### config.mk
export PLATFORM = sky130hd
export DESIGN_NAME = mem_port_arbiter
export DESIGN_NICKNAME = d
export VERILOG_FILES = /design/src/rtl/mem_port_arbiter.sv
export SDC_FILE = /design/constraint.sdc
export NUM_CORES = 1
export LEC_CHECK = 0
export CAP_MARGIN = 40
export CORE_MARGIN = 4
export CORE_UTILIZATION = 32
export CTS_CLUSTER_SIZE = 20
export DETAILED_ROUTE_END_ITERATION = 8
export PLACE_DENSITY_LB_ADDON = 0.3
export SYNTH_ARGS = -nofsm -noshare
export SYNTH_HDL_FRONTEND = slang
export SYNTH_SLANG_ARGS = --single-unit
### constraint.sdc
create_clock -name clk -period 1.6 [get_ports clk]
set_input_delay 0.24 -clock clk [delete_from_list [all_inputs] [get_ports clk]]
set_output_delay 0.24 -clock clk [all_outputs]
set_load 0.03 [all_outputs]
### src/rtl/mem_port_arbiter.sv
// mem_port_arbiter
//   Shares one single-ported unified memory between the instruction-fetch (IF)
//   port and the data-access (D) port. One transaction is in flight at a time:
//   IDLE arbitrates and latches the winner, ISSUE holds mem_req until mem_gnt,
//   WAIT forwards the single mem_rvalid response to the owning port.
//   Data accesses have priority; a bounded-wait counter lets a pending fetch win
//   after MAX_FETCH_WAIT consecutive data grants.
//
// Ports
//   clk, reset (async, active-low)
//   IF  : if_req/if_addr in; if_ready, if_rvalid, if_rdata, if_stall out
//   D   : d_req/d_we/d_addr/d_wdata in; d_ready, d_rvalid, d_rdata, d_stall out
//   MEM : mem_req/mem_we/mem_addr/mem_wdata out; mem_gnt/mem_rvalid/mem_rdata in
//   busy         : a transaction is outstanding
//   err_spurious : sticky, mem_rvalid seen outside WAIT
module mem_port_arbiter #(
  parameter int unsigned ADDR_W         = 32,
  parameter int unsigned DATA_W         = 32,
  parameter int unsigned MAX_FETCH_WAIT = 4
) (
  input  logic              clk,
  input  logic              reset,
  input  logic              if_req,
  input  logic [ADDR_W-1:0] if_addr,
  output logic              if_ready,
  output logic              if_rvalid,
  output logic [DATA_W-1:0] if_rdata,
  output logic              if_stall,
  input  logic              d_req,
  input  logic              d_we,
  input  logic [ADDR_W-1:0] d_addr,
  input  logic [DATA_W-1:0] d_wdata,
  output logic              d_ready,
  output logic              d_rvalid,
  output logic [DATA_W-1:0] d_rdata,
  output logic              d_stall,
  output logic              mem_req,
  output logic              mem_we,
  output logic [ADDR_W-1:0] mem_addr,
  output logic [DATA_W-1:0] mem_wdata,
  input  logic              mem_gnt,
  input  logic              mem_rvalid,
  input  logic [DATA_W-1:0] mem_rdata,
  output logic              busy,
  output logic              err_spurious
);

  localparam int unsigned     FW_W   = $clog2(MAX_FETCH_WAIT + 1);
  localparam logic [FW_W-1:0] FW_MAX = FW_W'(MAX_FETCH_WAIT);

  typedef enum logic [1:0] {
    ST_IDLE,
    ST_ISSUE,
    ST_WAIT
  } state_e;

  state_e            state_q, state_d;
  logic              owner_d_q, owner_d_d;   // 1 = data port owns, 0 = fetch
  logic              we_q, we_d;
  logic [ADDR_W-1:0] addr_q, addr_d;
  logic [DATA_W-1:0] wdata_q, wdata_d;
  logic [FW_W-1:0]   fetch_wait_q, fetch_wait_d;
  logic              err_q, err_d;

  logic              if_ready_c, d_ready_c;
  logic              if_rvalid_c, d_rvalid_c;
  logic              fetch_wins;

  always_ff @(posedge clk or negedge reset) begin
    if (!reset) begin
      state_q      <= ST_IDLE;
      owner_d_q    <= 1'b0;
      we_q         <= 1'b0;
      addr_q       <= '0;
      wdata_q      <= '0;
      fetch_wait_q <= '0;
      err_q        <= 1'b0;
    end else begin
      state_q      <= state_d;
      owner_d_q    <= owner_d_d;
      we_q         <= we_d;
      addr_q       <= addr_d;
      wdata_q      <= wdata_d;
      fetch_wait_q <= fetch_wait_d;
      err_q        <= err_d;
    end
  end

  always_comb begin
    state_d      = state_q;
    owner_d_d    = owner_d_q;
    we_d         = we_q;
    addr_d       = addr_q;
    wdata_d      = wdata_q;
    fetch_wait_d = fetch_wait_q;
    err_d        = err_q;
    if_ready_c   = 1'b0;
    d_ready_c    = 1'b0;
    if_rvalid_c  = 1'b0;
    d_rvalid_c   = 1'b0;
    mem_req      = 1'b0;
    fetch_wins   = if_req && (fetch_wait_q == FW_MAX);

    unique case (state_q)
      ST_IDLE: begin
        if (d_req && !fetch_wins) begin
          d_ready_c = 1'b1;
          owner_d_d = 1'b1;
          we_d      = d_we;
          addr_d    = d_addr;
          wdata_d   = d_wdata;
          state_d   = ST_ISSUE;
          if (if_req) begin
            fetch_wait_d = (fetch_wait_q == FW_MAX) ? FW_MAX : fetch_wait_q + 1'b1;
          end
        end else if (if_req) begin
          if_ready_c   = 1'b1;
          owner_d_d    = 1'b0;
          we_d         = 1'b0;
          addr_d       = if_addr;
          wdata_d      = '0;
          state_d      = ST_ISSUE;
          fetch_wait_d = '0;
        end
        if (mem_rvalid) err_d = 1'b1;
      end
      ST_ISSUE: begin
        mem_req = 1'b1;
        if (mem_rvalid) err_d = 1'b1;
        if (mem_gnt) state_d = ST_WAIT;
      end
      ST_WAIT: begin
        if (mem_rvalid) begin
          if (owner_d_q) d_rvalid_c  = 1'b1;
          else           if_rvalid_c = 1'b1;
          state_d = ST_IDLE;
        end
      end
      default: state_d = ST_IDLE;
    endcase

    // A cycle with no fetch request restarts the wait count.
    if (!if_req) fetch_wait_d = '0;
  end

  // State is held at IDLE asynchronously during reset, but the IDLE ready
  // terms still see the requests, so they are masked by reset explicitly.
  assign if_ready  = if_ready_c & reset;
  assign d_ready   = d_ready_c & reset;
  assign if_rvalid = if_rvalid_c;
  assign d_rvalid  = d_rvalid_c;
  assign if_rdata  = if_rvalid_c ? mem_rdata : '0;
  assign d_rdata   = d_rvalid_c ? mem_rdata : '0;

  assign busy         = (state_q != ST_IDLE);
  assign err_spurious = err_q;
  assign mem_we       = we_q;
  assign mem_addr     = addr_q;
  assign mem_wdata    = wdata_q;

  assign if_stall = (if_req & ~if_rvalid_c) | (~owner_d_q & busy & ~if_rvalid_c);
  assign d_stall  = (d_req & ~d_rvalid_c) | (owner_d_q & busy & ~d_rvalid_c);

endmodule
Word-level counts from Yosys, hierarchy flattened
Cells that the tools add are included.

cells by class
  add/subtract/negate cells = 1
  equality and inequality tests = 7
  mux-type cells = 30
  bitwise logic cells = 13
  reductions and logical operators = 10

operators with widths
  operator                                                                 number
  32-bit 2-to-1 mux                                                        6
  1-bit 2-to-1 mux                                                         15
  3-bit 2-to-1 mux                                                         4
  1-bit bitwise AND                                                        8
  2-bit 2-to-1 mux                                                         4
  2-bit case mux with 3 select lines                                       1
  2-bit inequality test, second input constant                             2
  2-bit AND reduction                                                      2
  2-bit nonzero test                                                       2
  3-bit by 1-bit adder with 3-bit output, second input constant            1
  3-bit equality test, second input constant                               1
  3-bit inequality test, second input constant                             1
  1-bit inverter                                                           3
  3-bit AND reduction                                                      1
  2-bit by 1-bit equality test with 1-bit output, second input constant    1
  2-bit equality test, second input constant                               1
  1-bit logical AND                                                        2
  2-bit logical NOT                                                        1
  2-bit by 1-bit inequality test with 1-bit output, second input constant  1
  1-bit OR                                                                 2
  2-bit OR reduction                                                       1
  1-bit logical NOT                                                        1

word-level totals
  flip-flop bits (word level) = 72
  input bits = 135
  output and inout bits = 138
  word-level logic and storage cells = 68

Depth between registers and ports, before layout
Gate-level depths: netlist of the first run.

  word-level depth = 7
  mapped depth = 7
  depth with buffers taken out = 5

Worst setup path after synthesis of the first run
Ideal clock, no wire load.

  path kind = register -> output
  start point = register fetch_wait_q[0]
  end point = output port if_ready
  arrival time = 1757 ps
  required time = 1360 ps
  setup slack = -397 ps
  cell stages (with the launch flop) = 8
  buffers on the path = 2
  cell sequence = dfrtp_1 inv_1 ha_1 nand3_1 and2_1 clkbuf_1 buf_2 nor2_1

between the ends
  word-level cells in the longest chain between the ends = 7

ends and longest elaborated chain
  what                      RTL line  source
  start: declaration        62        logic [FW_W-1:0] fetch_wait_q, fetch_wait_d;
  start signal: assignment  84        fetch_wait_q <= fetch_wait_d;
  3-bit equality test       102       fetch_wins = if_req && (fetch_wait_q == FW_MAX);
  1-bit logical AND         102
  1-bit logical NOT         106       if (d_req && !fetch_wins) begin
  1-bit logical AND         106
  1-bit 2-to-1 mux          106
  1-bit 2-to-1 mux          104       unique case (state_q)
  1-bit bitwise AND         148       assign if_ready = if_ready_c & reset;
  end: declaration          25        output logic if_ready,

Every way passes these cells.

Final worst setup path of the first run
  start point = register state_q[0]
  end point = output port d_rdata[5]

between the ends
  word-level cells in the longest chain between the ends = 3

ends and longest elaborated chain
  what                      RTL line  source
  start: declaration        57        state_e state_q, state_d;
  start signal: assignment  79        state_q <= state_d;
  2-bit equality test       104
  1-bit 2-to-1 mux          104
  32-bit 2-to-1 mux         153       assign d_rdata = d_rvalid_c ? mem_rdata : '0;
  end: declaration          35        output logic [DATA_W-1:0] d_rdata,

Every way passes these cells.

==> results of run 1 <==
cell usage in the layout, fill, tap and decap left out, types with 2 or more instances in the layout:
cell type and count:
nor4b_4 2, clkbuf_8 2, clkdlybuf4s50_1 133, nand3_1 33
a21oi_2 2, inv_4 2, nand4_1 33, inv_2 3
o221ai_2 31, and2_4 23, clkbuf_16 12, a21boi_1 3
inv_1 33, dlymetal6s2s_1 14, a22o_1 34, buf_4 30
and2_2 13, nor2_2 2, nand2_4 2, dfrtp_1 72
nand2_1 3, dlygate4sd2_1 52, buf_12 10, nor2_4 2
clkbuf_1 4, a21o_1 2, and2_1 31, buf_6 75
flip-flops by register name, indices dropped and copies added, names as in the netlist:
name / cells
owner_d_q: 1
err_spurious: 1
mem_addr: 32
mem_wdata: 32
state_q: 2
fetch_wait_q: 3
mem_we: 1
layer usage:
layer  part of all wire  track usage  vias to the layer above
met5                  0            0                        -
met4              0.013       0.0507                        0
met3              0.073       0.0641                       17
met2               0.54        0.384                      177
met1               0.37        0.243                     2054
li1                   -            -                     1942
stage by stage:
| step | power [mW] | TNS (ns) | area [µm²] | hold slack [ns] | worst slack [ns] |
|---|---|---|---|---|---|
| final | 12.6 | -28.74 | 7660 | 0.473 | -0.397 |
| after floorplan | 7.57 | 0 | 4010 | -0.0556 | 0.00112 |
| after CTS | 12.2 | -22.79 | 7380 | 0.476 | -0.360 |
| after global placement | 10.5 | -18.15 | 6860 | 0.319 | -0.169 |
| after global routing | 13.3 | -37.08 | 7660 | 0.502 | -0.453 |
| after detailed placement | 10.6 | -20.74 | 6860 | 0.329 | -0.188 |
worst max path at each step:
stage                          start            to  slack, ns  depth (start not counted)
final                     state_q[0]    d_rdata[5]      -0.40                          6
after global routing      state_q[0]    d_rdata[5]      -0.45                          6
after CTS                 state_q[1]   if_rdata[1]      -0.36                          5
after detailed placement      if_req  mem_wdata[1]      -0.19                          5
after global placement    mem_rvalid   if_rdata[1]      -0.17                          5
after floorplan           state_q[1]   d_rdata[10]      0.001                          4
report_power, final:
group          leakage, nW  internal (mW)  switching [mW]
logic                 2.60           3.34            4.35
clock network        0.130           1.13           0.706
registers            0.897           2.63           0.422
timing repair:
item / in CTS / in global routing
hold endpoints to repair: 25 / 0
resized for setup: 125 / 52
hold buffers: 1 / 0
setup buffers: 5 / 8
setup endpoints to repair: 123 / 111
pin swaps: 2 / 17
gates cloned: 0 / 5
cell type report:
cell class	instances	area share
tap	147	0.0240
multi-input combinational	229	0.251
sequential	72	0.235
clock buffer	15	0.0350
inverter	38	0.0193
timing repair buffer	319	0.435
cells by family after synthesis:
group | Yosys count | synth area share
AND/OR/NAND/NOR | 151 | 0.234
flip-flops | 72 | 0.457
AO/OA/AOI/OAI | 76 | 0.210
buffers and inverters | 77 | 0.0921
adder cells (fa/ha/maj) | 2 | 0.00635
worst max-delay path: cells and delay by family, from the launching register on:
family | cells | cell delay, ns
buffers and inverters | 4 | 0.62
AND/OR/NAND/NOR | 2 | 0.42
flip-flops | 1 | 0.39
==> impl_results.html, run 1 <==
<table>
<tr><th>Metric</th><th>Value</th></tr>
<tr><th colspan="2">Floorplanning</th></tr>
<tr><td>Full die area</td><td>14200 µm²</td></tr>
<tr><td>Die Wd</td><td>119 µm</td></tr>
<tr><td>Core region area</td><td>12000 µm²</td></tr>
<tr><td>Die height</td><td>119 µm</td></tr>
<tr><td>Top-level I/O count</td><td>273</td></tr>
<tr><td>Starting density of the core</td><td>0.328</td></tr>
<tr><td>Std cell rows</td><td>40</td></tr>
<tr><th colspan="2">Synth</th></tr>
<tr><td>Commonest register cell after synthesis</td><td>dfrtp_1</td></tr>
<tr><td>Net Count, Synth</td><td>515</td></tr>
<tr><td>Post-synthesis sequential element count</td><td>72</td></tr>
<tr><td>Gate count of the mapped netlist</td><td>378</td></tr>
<tr><td>Number of distinct library cells after synthesis</td><td>28</td></tr>
<tr><td>Largest area contributor in the netlist</td><td>dfrtp_1</td></tr>
<tr><td>Post-synth EDFFs</td><td>0</td></tr>
<tr><td>Largest cells by area after synthesis</td><td>dfrtp_1, o221ai_2, and2_1</td></tr>
<tr><td>Sequential area share after synthesis</td><td>0.457</td></tr>
<tr><td>Netlist area before placement</td><td>3940 µm²</td></tr>
<tr><td>Fraction of synthesized cell area taken by the top area cell type</td><td>0.457</td></tr>
<tr><td>Post-synthesis area per instance</td><td>10.4 µm²</td></tr>
<tr><td>Synth top cells by count</td><td>dfrtp_1, and2_1, inv_1</td></tr>
<tr><td>Share of synthesized registers carrying an async set or reset</td><td>1.00</td></tr>
<tr><td>Number of warning messages in the yosys log</td><td>0</td></tr>
<tr><td>Most repeated cell in the gate-level netlist after synthesis</td><td>dfrtp_1</td></tr>
<tr><th colspan="2">Detailed routing</th></tr>
<tr><td>Routed len/inst</td><td>19.3 µm</td></tr>
<tr><td>1st-pass router iterations</td><td>5</td></tr>
<tr><td>Via density per instance</td><td>5.11</td></tr>
<tr><td>Drt total wl</td><td>15800 µm</td></tr>
<tr><td>Count of nets left with antenna violations after detail routing</td><td>0</td></tr>
<tr><td>Vias after detailed routing</td><td>4190</td></tr>
<tr><td>Initial DRC Count</td><td>228</td></tr>
<tr><td>DRC violations left</td><td>0</td></tr>
<tr><th colspan="2">Final layout</th></tr>
<tr><td>Antenna fix cells</td><td>0</td></tr>
<tr><td>Final Net Count</td><td>806</td></tr>
<tr><td>Multi-input gate area</td><td>1930 µm²</td></tr>
<tr><td>Fraction of final layout cells with drive strength greater than 1</td><td>0.321</td></tr>
<tr><td>FILL cells</td><td>963</td></tr>
<tr><td>Layout-stage area growth over the synthesis result</td><td>94.4%</td></tr>
<tr><td>Final core occ</td><td>0.638</td></tr>
<tr><td>Area taken by flip-flops and latches</td><td>1800 µm²</td></tr>
<tr><td>Non-filler cells, final</td><td>820</td></tr>
<tr><th colspan="2">STA</th></tr>
<tr><td>RSZ-0062 raised after global routing</td><td>true</td></tr>
<tr><td>Transition time of the tightest slew-check pin</td><td>0.597 ns</td></tr>
<tr><td>Number of endpoints with negative hold slack in the final report</td><td>0</td></tr>
<tr><td>Portion of the clock cycle consumed by the worst path in the final layout</td><td>1.25</td></tr>
<tr><td>Pins Over Slew Limit</td><td>0</td></tr>
<tr><td>Minimum period implied by the final worst setup slack</td><td>2.00 ns</td></tr>
<tr><td>Minimum setup slack in the final design</td><td>-0.397 ns</td></tr>
<tr><td>Max Clock Freq</td><td>501 MHz</td></tr>
<tr><td>Final-report setup violation count</td><td>137</td></tr>
<tr><td>Rel. slew slack</td><td>0.602</td></tr>
<tr><td>Maximum clock skew at final layout</td><td>0.00434 ns</td></tr>
<tr><th colspan="2">Power and ir drop</th></tr>
<tr><td>Power density normalized to cell area</td><td>1640 nW/µm²</td></tr>
<tr><td>Worst voltage drop across the vdd grid</td><td>0.698 mV</td></tr>
<tr><td>Leakage power</td><td>3.62 nW</td></tr>
<tr><th colspan="2">Min path</th></tr>
<tr><td>Hold Path Cell Cnt</td><td>1</td></tr>
<tr><td>Start point of the worst hold path</td><td>err_spurious</td></tr>
<tr><td>Hold worst-path end</td><td>err_spurious</td></tr>
<tr><td>Worst hold-check path type</td><td>register to register</td></tr>
<tr><th colspan="2">Worst setup path</th></tr>
<tr><td>Critical path's slowest cell</td><td>dfrtp_1</td></tr>
<tr><td>Classification of the worst setup path</td><td>register to output port</td></tr>
<tr><td>Capturing point of the worst reg2reg path</td><td>mem_addr[0]</td></tr>
<tr><td>Crit path top cell by count</td><td>buf_6</td></tr>
<tr><td>Critical path data arrival time</td><td>1.76 ns</td></tr>
<tr><td>CP cell instances</td><td>buf_6 -&gt; nor4b_4 -&gt; buf_6 -&gt; clkbuf_16 -&gt; and2_1 -&gt; buf_6</td></tr>
<tr><td>Internal reg-to-reg setup slack</td><td>-0.13 ns</td></tr>
<tr><td>CP Capture Type</td><td>output port</td></tr>
<tr><td>Cells on worst reg2reg path</td><td>8</td></tr>
<tr><td>Maximum fanout count along the critical path</td><td>9</td></tr>
<tr><td>Launching element type of the critical path</td><td>register</td></tr>
<tr><td>Critical Path RT</td><td>1.36 ns</td></tr>
<tr><td>Startpoint of the lowest-slack register-to-register path</td><td>state_q[0]</td></tr>
<tr><td>Slowest cell delay on critical path</td><td>0.39 ns</td></tr>
<tr><th colspan="2">Status</th></tr>
<tr><td>Violations in the final reports</td><td>setup timing</td></tr>
<tr><td>Result of the run</td><td>finished, violations left</td></tr>
<tr><th colspan="2">Placement</th></tr>
<tr><td>Detail Placement HPWL</td><td>11300 µm</td></tr>
<tr><td>Global placement routability congestion</td><td>0.855</td></tr>
<tr><td>Cell total after placement</td><td>789</td></tr>
<tr><td>I/O Buffers</td><td>272</td></tr>
<tr><th colspan="2">Clock tree</th></tr>
<tr><td>CTS tree</td><td>done</td></tr>
<tr><td>Clock transition at the registers of the reported paths</td><td>0.05 ns</td></tr>
<tr><td>TritonCTS buffer count</td><td>9</td></tr>
<tr><td>Root Buffer Master</td><td>clkbuf_16</td></tr>
<tr><td>Insertion delay to the later sink of the worst-skew pair</td><td>0.33 ns</td></tr>
<tr><td>Number of H-tree levels</td><td>3</td></tr>
<tr><td>Clock Sink Count</td><td>72</td></tr>
<tr><td>Bufs on Longest Clock Path</td><td>2</td></tr>
<tr><th colspan="2">GRT</th></tr>
<tr><td>Global route total overflow</td><td>0</td></tr>
<tr><td>Maximum number of pins on one net before global-route repair</td><td>48</td></tr>
<tr><td>Initial antenna violation count</td><td>0</td></tr>
<tr><td>Number of global-route vias before repair</td><td>4514</td></tr>
<tr><td>Overall routing resource usage</td><td>0.212</td></tr>
<tr><td>Global-route wire length before repair</td><td>24200 µm</td></tr>
<tr><th colspan="2">Run</th></tr>
<tr><td>Max-capacitance violation count</td><td>0</td></tr>
</table>
No activity file was read; power rests on OpenSTA's default activity.
==> inputs of run 2 (changes only) <==
--- a/config.mk
+++ b/config.mk
@@ -5,6 +5,7 @@
 export SDC_FILE = /design/constraint.sdc
 export NUM_CORES = 1
 export LEC_CHECK = 0
+export ABC_AREA = 1
 export CAP_MARGIN = 40
 export CORE_MARGIN = 4
 export CORE_UTILIZATION = 32
==> run 2 against run 1 <==
Synthesized area fell by 3.8%. Power rose by 1.6%. Critical path type unchanged. Maximum frequency fell by 2.3%. Synthesized cell count rose by 43%. Register-to-register slack improved by 0.14 ns. The flow still finishes with violations (setup timing). First-iteration DRC count fell by 42%. Clock power rose by 21%. Combinational power fell by 3.0%. Highest routed layer unchanged. Utilization rose by 7.4 points. Worst hold slack got worse by 0.038 ns. Largest power group unchanged.
==> impl_results.html, run 2 <==
<table>
<tr><th>Metric</th><th>Value</th></tr>
<tr><th colspan="2">Clock tree</th></tr>
<tr><td>Bufs on Longest Clock Path</td><td>2 (unchanged)</td></tr>
<tr><td>TritonCTS buffer count</td><td>9 (unchanged)</td></tr>
<tr><td>Insertion delay to the later sink of the worst-skew pair</td><td>0.33 ns (about the same)</td></tr>
<tr><td>Number of H-tree levels</td><td>3 (unchanged)</td></tr>
<tr><td>CTS tree</td><td>done</td></tr>
<tr><td>Root Buffer Master</td><td>clkbuf_16</td></tr>
<tr><td>Clock Sink Count</td><td>72 (unchanged)</td></tr>
<tr><td>Clock transition at the registers of the reported paths</td><td>0.06 ns (about the same)</td></tr>
<tr><th colspan="2">Synth</th></tr>
<tr><td>Netlist area before placement</td><td>3790 µm² (-3.8%)</td></tr>
<tr><td>Most repeated cell in the gate-level netlist after synthesis</td><td>nand2_1</td></tr>
<tr><td>Number of warning messages in the yosys log</td><td>0 (unchanged)</td></tr>
<tr><td>Commonest register cell after synthesis</td><td>dfrtp_1</td></tr>
<tr><td>Post-synthesis area per instance</td><td>7.03 µm² (-33%)</td></tr>
<tr><td>Share of synthesized registers carrying an async set or reset</td><td>1.00 (unchanged)</td></tr>
<tr><td>Post-synthesis sequential element count</td><td>72 (unchanged)</td></tr>
<tr><td>Synth top cells by count</td><td>nand2_1, dfrtp_1, nor2_1</td></tr>
<tr><td>Fraction of synthesized cell area taken by the top area cell type</td><td>0.475 (+0.0180)</td></tr>
<tr><td>Largest area contributor in the netlist</td><td>dfrtp_1</td></tr>
<tr><td>Gate count of the mapped netlist</td><td>539 (+43%)</td></tr>
<tr><td>Number of distinct library cells after synthesis</td><td>23 (-18%)</td></tr>
<tr><td>Post-synth EDFFs</td><td>0 (unchanged)</td></tr>
<tr><td>Largest cells by area after synthesis</td><td>dfrtp_1, nand2_1, nor2_1</td></tr>
<tr><td>Sequential area share after synthesis</td><td>0.475 (+0.0180)</td></tr>
<tr><td>Net Count, Synth</td><td>676 (+31%)</td></tr>
<tr><th colspan="2">STA</th></tr>
<tr><td>RSZ-0062 raised after global routing</td><td>true</td></tr>
<tr><td>Rel. slew slack</td><td>0.737 (+0.135)</td></tr>
<tr><td>Transition time of the tightest slew-check pin</td><td>0.395 ns (-0.203 ns)</td></tr>
<tr><td>Pins Over Slew Limit</td><td>0 (unchanged)</td></tr>
<tr><td>Minimum period implied by the final worst setup slack</td><td>2.04 ns (+0.0472 ns)</td></tr>
<tr><td>Hold slack</td><td>0.435 ns (-0.0382 ns)</td></tr>
<tr><td>Final-report setup violation count</td><td>71 (-48%)</td></tr>
<tr><td>Max Clock Freq</td><td>489 MHz (-2.3%)</td></tr>
<tr><td>Number of endpoints with negative hold slack in the final report</td><td>0 (unchanged)</td></tr>
<tr><td>Minimum setup slack in the final design</td><td>-0.444 ns (-0.0472 ns)</td></tr>
<tr><td>Portion of the clock cycle consumed by the worst path in the final layout</td><td>1.28 (+0.0295)</td></tr>
<tr><td>Maximum clock skew at final layout</td><td>0.00619 ns (+0.00185 ns)</td></tr>
<tr><th colspan="2">Worst setup path</th></tr>
<tr><td>CP cell instances</td><td>inv_2 -&gt; nor2_2 -&gt; inv_2 -&gt; buf_6 -&gt; nor3_4 -&gt; inv_4 -&gt; buf_16 -&gt; nor2_2 -&gt; buf_6</td></tr>
<tr><td>Maximum fanout count along the critical path</td><td>8 (-1)</td></tr>
<tr><td>Launching element type of the critical path</td><td>register</td></tr>
<tr><td>Slowest cell delay on critical path</td><td>0.36 ns (-0.03 ns)</td></tr>
<tr><td>Internal reg-to-reg setup slack</td><td>0.01 ns (+0.14 ns)</td></tr>
<tr><td>Classification of the worst setup path</td><td>register to output port</td></tr>
<tr><td>Critical path's slowest cell</td><td>dfrtp_1</td></tr>
<tr><td>Buffer and inverter count on the worst path</td><td>6 (+2)</td></tr>
<tr><td>Crit path max-delay family</td><td>buffers and inverters</td></tr>
<tr><td>CP Capture Type</td><td>output port</td></tr>
<tr><td>Critical path data arrival time</td><td>1.80 ns (+0.04 ns)</td></tr>
<tr><td>Critical Path RT</td><td>1.36 ns (about the same)</td></tr>
<tr><th colspan="2">GRT</th></tr>
<tr><td>Overall routing resource usage</td><td>0.230 (+0.0186)</td></tr>
<tr><td>Global-route wire length before repair</td><td>24300 µm (+0.57%)</td></tr>
<tr><td>Global route total overflow</td><td>0 (unchanged)</td></tr>
<tr><td>Maximum number of pins on one net before global-route repair</td><td>73 (+52%)</td></tr>
<tr><td>Initial antenna violation count</td><td>0 (unchanged)</td></tr>
<tr><td>Number of global-route vias before repair</td><td>4774 (+5.8%)</td></tr>
<tr><th colspan="2">Power and ir drop</th></tr>
<tr><td>Worst voltage drop across the vdd grid</td><td>1.03 mV (+47%)</td></tr>
<tr><td>Leakage power</td><td>4.22 nW (+16%)</td></tr>
<tr><td>Power density normalized to cell area</td><td>1560 nW/µm² (-5.1%)</td></tr>
<tr><th colspan="2">Detailed routing</th></tr>
<tr><td>Initial DRC Count</td><td>133 (-42%)</td></tr>
<tr><td>Via density per instance</td><td>4.69 (-8.3%)</td></tr>
<tr><td>Count of nets left with antenna violations after detail routing</td><td>0 (unchanged)</td></tr>
<tr><td>Drt total wl</td><td>17300 µm (+9.3%)</td></tr>
<tr><td>DRC violations left</td><td>0 (unchanged)</td></tr>
<tr><td>Routed len/inst</td><td>17.2 µm (-11%)</td></tr>
<tr><td>Vias after detailed routing</td><td>4709 (+12%)</td></tr>
<tr><td>1st-pass router iterations</td><td>4 (-1)</td></tr>
<tr><th colspan="2">Placement</th></tr>
<tr><td>Detail Placement HPWL</td><td>11300 µm (-0.40%)</td></tr>
<tr><td>I/O Buffers</td><td>272 (unchanged)</td></tr>
<tr><td>Global placement routability congestion</td><td>0.888 (+3.9%)</td></tr>
<tr><th colspan="2">Floorplanning</th></tr>
<tr><td>Std cell rows</td><td>39 (-2.5%)</td></tr>
<tr><td>Starting density of the core</td><td>0.329 (+0.00118)</td></tr>
<tr><td>Die Wd</td><td>117 µm (-1.8%)</td></tr>
<tr><td>Full die area</td><td>13700 µm² (-3.5%)</td></tr>
<tr><td>Die height</td><td>117 µm (-1.8%)</td></tr>
<tr><td>Top-level I/O count</td><td>273 (unchanged)</td></tr>
<tr><td>Core region area</td><td>11500 µm² (-4.1%)</td></tr>
<tr><th colspan="2">Status</th></tr>
<tr><td>Violations in the final reports</td><td>setup timing</td></tr>
<tr><td>Result of the run</td><td>finished, violations left</td></tr>
<tr><th colspan="2">Final layout</th></tr>
<tr><td>Fraction of final layout cells with drive strength greater than 1</td><td>0.281 (-0.0402)</td></tr>
<tr><td>Top library cells by usage in the layout, fill and taps aside</td><td>nand2_1, clkdlybuf4s50_1, buf_6</td></tr>
<tr><td>Layout-stage area growth over the synthesis result</td><td>116%</td></tr>
<tr><td>Final core occ</td><td>0.712 (+0.0744)</td></tr>
<tr><td>Most common cell after layout, fill and taps aside</td><td>nand2_1</td></tr>
<tr><td>Antenna fix cells</td><td>0 (unchanged)</td></tr>
<tr><td>Final Net Count</td><td>994 (+23%)</td></tr>
<tr><th colspan="2">Min path</th></tr>
<tr><td>Worst hold-check path type</td><td>primary input to register</td></tr>
<tr><th colspan="2">Run</th></tr>
<tr><td>Max-capacitance violation count</td><td>0 (unchanged)</td></tr>
</table>
## run 2: cell types whose count changed after synthesis, moves of 4 or more
cell      delta
buf_6        +4
a22o_1      -34
o221ai_2    -30
and2_1      -67
nand2_1    +264
inv_1        +6
buf_2        -4
nor2_1      +65
nand4_1     -33
o21ai_0      +4
clkbuf_1    -12
## run 2: layout make-up
class,instances,area [µm²]
Inverter,47,201
Fill cell,860,3320
Clock inverter,7,101
Tap cell,143,179
Multi-Input combinational cell,391,2080
Timing Repair Buffer,335,3600
Clock buffer,9,225
Sequential cell,72,1800
Timing Repair inverter,1,11.3
## run 2: path summary, 6_finish.rpt
path | start | endpoint | cells after the start
worst min register to register | mem_addr[20] | mem_addr[20] | 2
worst max register to register | state_q[1] | mem_wdata[27] | 10
min in group asynchronous | reset | mem_addr[1] | 3
max in group asynchronous | reset | mem_addr[4] | 3
worst max-delay path | state_q[1] | d_rdata[13] | 9
worst min-delay path | d_we | mem_we | 3
## run 2: through the flow
stage	TNS, ns	worst slack (ns)	std cells	power, mW	area [µm²]
detailed placement	-18.72	-0.352	954	9.84	6840
global placement	-17.90	-0.364	954	9.70	6840
global route	-32.13	-0.548	1005	13.5	8200
CTS	-23.62	-0.418	994	12.1	7930
finish	-26.26	-0.444	1005	12.8	8200
floorplan	-6.19	-0.108	539	6.84	4000
## run 2: repair_timing
action                     4_1_cts  5_1_grt
cloned                           7        7
pin swaps                        6       12
setup endpoints to repair      136       93
hold buffers                     1        0
hold endpoints to repair        72        0
buffers inserted                17       10
resized for setup              207       29
## run 2: logic make-up (layout without fill, tap and decap cells)
kind of cell | Yosys count | after routing | synth area share
buf+inv | 76 | 399 | 0.103
fa+ha+maj | 2 | 2 | 0.00660
flops | 72 | 72 | 0.475
simple gates | 380 | 380 | 0.402
compound gates | 9 | 9 | 0.0129
## run 2: worst register-to-register path, stage by stage (launching register included)
cell and delay [ns]:
dfrtp_1 0.39, buf_4 0.14, buf_6 0.11, nor2_4 0.13, inv_2 0.06, buf_6 0.13
nor2_4 0.13, buf_6 0.16, clkbuf_16 0.18, nand2_1 0.05, nand2_1 0.07
## run 2: power by group
part           leakage, nW  switching (mW)  total [mW]  internal, mW
Clock                0.153           0.833        2.21          1.38
Sequential           0.913           0.458        3.11          2.65
Combinational         3.15            4.50        7.46          2.95
## run 2: metal layers
| metal | share of wire | vias to the layer above | GRT usage | wire length, µm |
|---|---|---|---|---|
| li1 | - | 2252 | - | - |
| met1 | 0.36 | 2205 | 0.242 | 6180 |
| met2 | 0.53 | 224 | 0.433 | 9120 |
| met3 | 0.096 | 28 | 0.0720 | 1650 |
| met4 | 0.020 | 0 | 0.0787 | 343 |
| met5 | 0 | - | 0 | 0 |
==> inputs of run 3 (changes only) <==
--- a/config.mk
+++ b/config.mk
@@ -7,7 +7,6 @@
 export LEC_CHECK = 0
 export ABC_AREA = 1
 export CAP_MARGIN = 40
-export CORE_MARGIN = 4
 export CORE_UTILIZATION = 32
 export CTS_CLUSTER_SIZE = 20
 export DETAILED_ROUTE_END_ITERATION = 8
==> run 3 against run 2 <==
The run still ends with setup timing left. Via count rose by 0.89%. Sequential cell count did not move. Utilization rose by 2.7 points. Non-clock buffer count rose by 7. Cell area rose by 3.3%. Clock power fell by 15%. Combinational power rose by 13%. Die area fell by 10%. Maximum frequency fell by 1.5%. Critical endpoint is now d_rdata[17]. Largest cell class unchanged.
==> impl_results.html, run 3 (same netlist as run 2, synthesis figures left out) <==
<table>
<tr><th>Metric</th><th>Value</th></tr>
<tr><th colspan="2">Status</th></tr>
<tr><td>Result of the run</td><td>finished, violations left</td></tr>
<tr><td>Violations in the final reports</td><td>setup timing</td></tr>
<tr><th colspan="2">Power and ir drop</th></tr>
<tr><td>Total power</td><td>13.5 mW (+5.8%)</td></tr>
<tr><td>Share of total power in combinational logic</td><td>0.625 (+0.042)</td></tr>
<tr><td>Power density normalized to cell area</td><td>1600 nW/µm² (+2.4%)</td></tr>
<tr><td>Worst voltage drop across the vdd grid</td><td>1.05 mV (+2.6%)</td></tr>
<tr><td>Leakage power</td><td>4.42 nW (+4.9%)</td></tr>
<tr><td>Proportion of power drawn by the clock network</td><td>0.139 (-0.034)</td></tr>
<tr><td>Sw power</td><td>6.14 mW (+6.0%)</td></tr>
<tr><td>Reg power frac</td><td>0.236 (-0.007)</td></tr>
<tr><td>Internal power summed over all cells</td><td>7.39 mW (+5.7%)</td></tr>
<tr><td>Fraction of power spent switching nets</td><td>0.454 (+0.000673)</td></tr>
<tr><th colspan="2">Worst setup path</th></tr>
<tr><td>Launching element type of the critical path</td><td>register</td></tr>
<tr><td>Startpoint of the lowest-slack register-to-register path</td><td>state_q[0]</td></tr>
<tr><td>Maximum fanout count along the critical path</td><td>10 (+2)</td></tr>
<tr><td>Capturing point of the worst reg2reg path</td><td>owner_d_q</td></tr>
<tr><td>Buffer and inverter count on the worst path</td><td>5 (-1)</td></tr>
<tr><td>Critical Path RT</td><td>1.36 ns (about the same)</td></tr>
<tr><td>Cells on worst reg2reg path</td><td>11 (+1)</td></tr>
<tr><td>Internal reg-to-reg setup slack</td><td>-0.20 ns (-0.21 ns)</td></tr>
<tr><td>Critical path data arrival time</td><td>1.83 ns (+0.03 ns)</td></tr>
<tr><td>Classification of the worst setup path</td><td>register to output port</td></tr>
<tr><td>CP cell instances</td><td>inv_1 -&gt; buf_4 -&gt; nor3_4 -&gt; inv_4 -&gt; buf_12 -&gt; nor2_2 -&gt; buf_6</td></tr>
<tr><td>Critical path's slowest cell</td><td>dfrtp_1</td></tr>
<tr><td>Crit path max-delay family</td><td>buffers and inverters</td></tr>
<tr><td>CP Capture Type</td><td>output port</td></tr>
<tr><td>Slowest cell delay on critical path</td><td>0.45 ns (+0.09 ns)</td></tr>
<tr><th colspan="2">Placement</th></tr>
<tr><td>Global placement routability congestion</td><td>0.917 (+3.2%)</td></tr>
<tr><td>Detail Placement HPWL</td><td>10300 µm (-9.1%)</td></tr>
<tr><td>I/O Buffers</td><td>272 (unchanged)</td></tr>
<tr><td>Area of placed instances</td><td>6840 µm² (about the same)</td></tr>
<tr><th colspan="2">Final layout</th></tr>
<tr><td>Area taken by flip-flops and latches</td><td>1800 µm² (unchanged)</td></tr>
<tr><td>Multi-input gate area</td><td>2180 µm² (+4.9%)</td></tr>
<tr><td>Antenna fix cells</td><td>0 (unchanged)</td></tr>
<tr><td>Fraction of final layout cells with drive strength greater than 1</td><td>0.328 (+0.0472)</td></tr>
<tr><td>Top library cells by usage in the layout, fill and taps aside</td><td>nand2_1, clkdlybuf4s50_1, buf_6</td></tr>
<tr><td>Layout-stage area growth over the synthesis result</td><td>123%</td></tr>
<tr><td>FILL cells</td><td>797 (-7.3%)</td></tr>
<tr><td>Finished layout cell area</td><td>8470 µm² (+3.3%)</td></tr>
<tr><td>Most common cell after layout, fill and taps aside</td><td>nand2_1</td></tr>
<tr><td>Final Net Count</td><td>1001 (+0.70%)</td></tr>
<tr><th colspan="2">STA</th></tr>
<tr><td>Max Clock Freq</td><td>482 MHz (-1.5%)</td></tr>
<tr><td>Final-report setup violation count</td><td>138 (+94%)</td></tr>
<tr><td>Number of endpoints with negative hold slack in the final report</td><td>0 (unchanged)</td></tr>
<tr><td>Minimum period implied by the final worst setup slack</td><td>2.07 ns (+0.0308 ns)</td></tr>
<tr><td>Transition time of the tightest slew-check pin</td><td>0.391 ns (-0.00349 ns)</td></tr>
<tr><td>Accumulated negative setup slack</td><td>-35.75 ns (-9.48 ns)</td></tr>
<tr><td>Minimum setup slack in the final design</td><td>-0.475 ns (-0.0308 ns)</td></tr>
<tr><td>Rel. slew slack</td><td>0.739 (+0.00233)</td></tr>
<tr><td>RSZ-0062 raised after global routing</td><td>true</td></tr>
<tr><td>Portion of the clock cycle consumed by the worst path in the final layout</td><td>1.30 (+0.0192)</td></tr>
<tr><td>Pins Over Slew Limit</td><td>0 (unchanged)</td></tr>
<tr><td>Maximum clock skew at final layout</td><td>0.00996 ns (+0.00377 ns)</td></tr>
<tr><td>Hold slack</td><td>0.440 ns (+0.00538 ns)</td></tr>
<tr><th colspan="2">Min path</th></tr>
<tr><td>Hold Path Cell Cnt</td><td>3 (unchanged)</td></tr>
<tr><td>Start point of the worst hold path</td><td>d_wdata[16]</td></tr>
<tr><td>Hold worst-path end</td><td>mem_wdata[16]</td></tr>
<tr><td>Worst hold-check path type</td><td>primary input to register</td></tr>
<tr><th colspan="2">Clock tree</th></tr>
<tr><td>Number of H-tree levels</td><td>3 (unchanged)</td></tr>
<tr><td>CTS tree</td><td>done</td></tr>
<tr><td>Root Buffer Master</td><td>clkbuf_16</td></tr>
<tr><td>Clock transition at the registers of the reported paths</td><td>0.06 ns (about the same)</td></tr>
<tr><td>TritonCTS buffer count</td><td>9 (unchanged)</td></tr>
<tr><td>Bufs on Longest Clock Path</td><td>2 (unchanged)</td></tr>
<tr><td>Clock Sink Count</td><td>72 (unchanged)</td></tr>
<tr><td>Insertion delay to the later sink of the worst-skew pair</td><td>0.33 ns (about the same)</td></tr>
<tr><th colspan="2">Floorplanning</th></tr>
<tr><td>Top-level I/O count</td><td>273 (unchanged)</td></tr>
<tr><td>Core region area</td><td>11500 µm² (-0.42%)</td></tr>
<tr><td>Starting density of the core</td><td>0.331 (+0.00140)</td></tr>
<tr><td>Full die area</td><td>12300 µm² (-10%)</td></tr>
<tr><td>Die Wd</td><td>111 µm (-5.1%)</td></tr>
<tr><td>Die height</td><td>111 µm (-5.1%)</td></tr>
<tr><td>Std cell rows</td><td>39 (unchanged)</td></tr>
<tr><th colspan="2">GRT</th></tr>
<tr><td>Global-route wire length before repair</td><td>23900 µm (-1.6%)</td></tr>
<tr><td>Maximum number of pins on one net before global-route repair</td><td>49 (-33%)</td></tr>
<tr><td>Overall routing resource usage</td><td>0.245 (+0.0142)</td></tr>
<tr><td>Initial antenna violation count</td><td>0 (unchanged)</td></tr>
<tr><td>Global route total overflow</td><td>0 (unchanged)</td></tr>
<tr><td>Number of global-route vias before repair</td><td>4808 (+0.71%)</td></tr>
<tr><th colspan="2">Run</th></tr>
<tr><td>Max-capacitance violation count</td><td>0 (unchanged)</td></tr>
<tr><th colspan="2">Detailed routing</th></tr>
<tr><td>DRC violations left</td><td>0 (unchanged)</td></tr>
<tr><td>Via density per instance</td><td>4.69 (+0.19%)</td></tr>
<tr><td>Vias after detailed routing</td><td>4751 (+0.89%)</td></tr>
<tr><td>1st-pass router iterations</td><td>4 (unchanged)</td></tr>
<tr><td>Count of nets left with antenna violations after detail routing</td><td>0 (unchanged)</td></tr>
<tr><td>Drt total wl</td><td>16700 µm (-3.3%)</td></tr>
<tr><td>Routed len/inst</td><td>16.5 µm (-4.0%)</td></tr>
<tr><td>Initial DRC Count</td><td>237 (+78%)</td></tr>
</table>
[run 3: layout make-up]
class	instances	share of cell area
clock buffer	11	0.0286
tap	143	0.0211
clock inverter	5	0.00487
timing repair inverter	1	0.00133
sequential	72	0.213
multi-input combinational	391	0.257
timing repair buffer	342	0.450
inverter	47	0.0245
[run 3: power by group through the flow]
| stage | combinational [mW] | sequential, mW | clock (mW) |
|---|---|---|---|
| after floorplan | 2.18 | 4.66 | 0 |
| after global placement | 6.52 | 3.11 | 0 |
| after detailed placement | 6.61 | 3.14 | 0 |
| after CTS | 6.73 | 3.11 | 1.91 |
| after global routing | 8.93 | 3.29 | 2.01 |
| final | 8.45 | 3.19 | 1.88 |
[run 3: tightest hold or removal path: cells and delay by family]
family        cells  cell delay, ns
buf+inv           1            0.39
simple gates      2            0.10
[run 3: repair_timing]
item | CTS | global route
pin swaps | 8 | 15
gates cloned | 6 | 15
gates resized for setup | 196 | 97
hold buffers | 1 | 0
setup buffers | 14 | 8
hold endpoints to repair | 27 | 0
setup endpoints to repair | 126 | 147
[run 3: layer usage]
metal  GRT usage  vias to the layer above  part of all wire
li1            -                     2272                 -
met2       0.462                      223              0.54
met3      0.0689                       24             0.083
met1       0.250                     2232              0.36
met5           0                        -                 0
met4       0.102                        0             0.019
[run 3: how the worst max path moves through the flow]
stage	startpoint	endpoint	slack, ns	cells after the start
floorplan	state_q[0]	d_rdata[11]	-0.11	6
global placement	mem_rvalid	if_stall	-0.31	5
detailed placement	mem_rvalid	d_rdata[23]	-0.32	8
CTS	state_q[0]	d_rdata[19]	-0.36	8
global route	state_q[1]	d_rdata[17]	-0.54	9
finish	owner_d_q	d_rdata[17]	-0.47	7
[run 3: metrics by stage]
step | std cells | util | worst slack [ns]
final | 1012 | 0.739 | -0.475
after global routing | 1012 | 0.739 | -0.540
after CTS | 990 | 0.684 | -0.364
after detailed placement | 954 | 0.596 | -0.321
after global placement | 953 | 0.594 | -0.313
after floorplan | 539 | - | -0.108
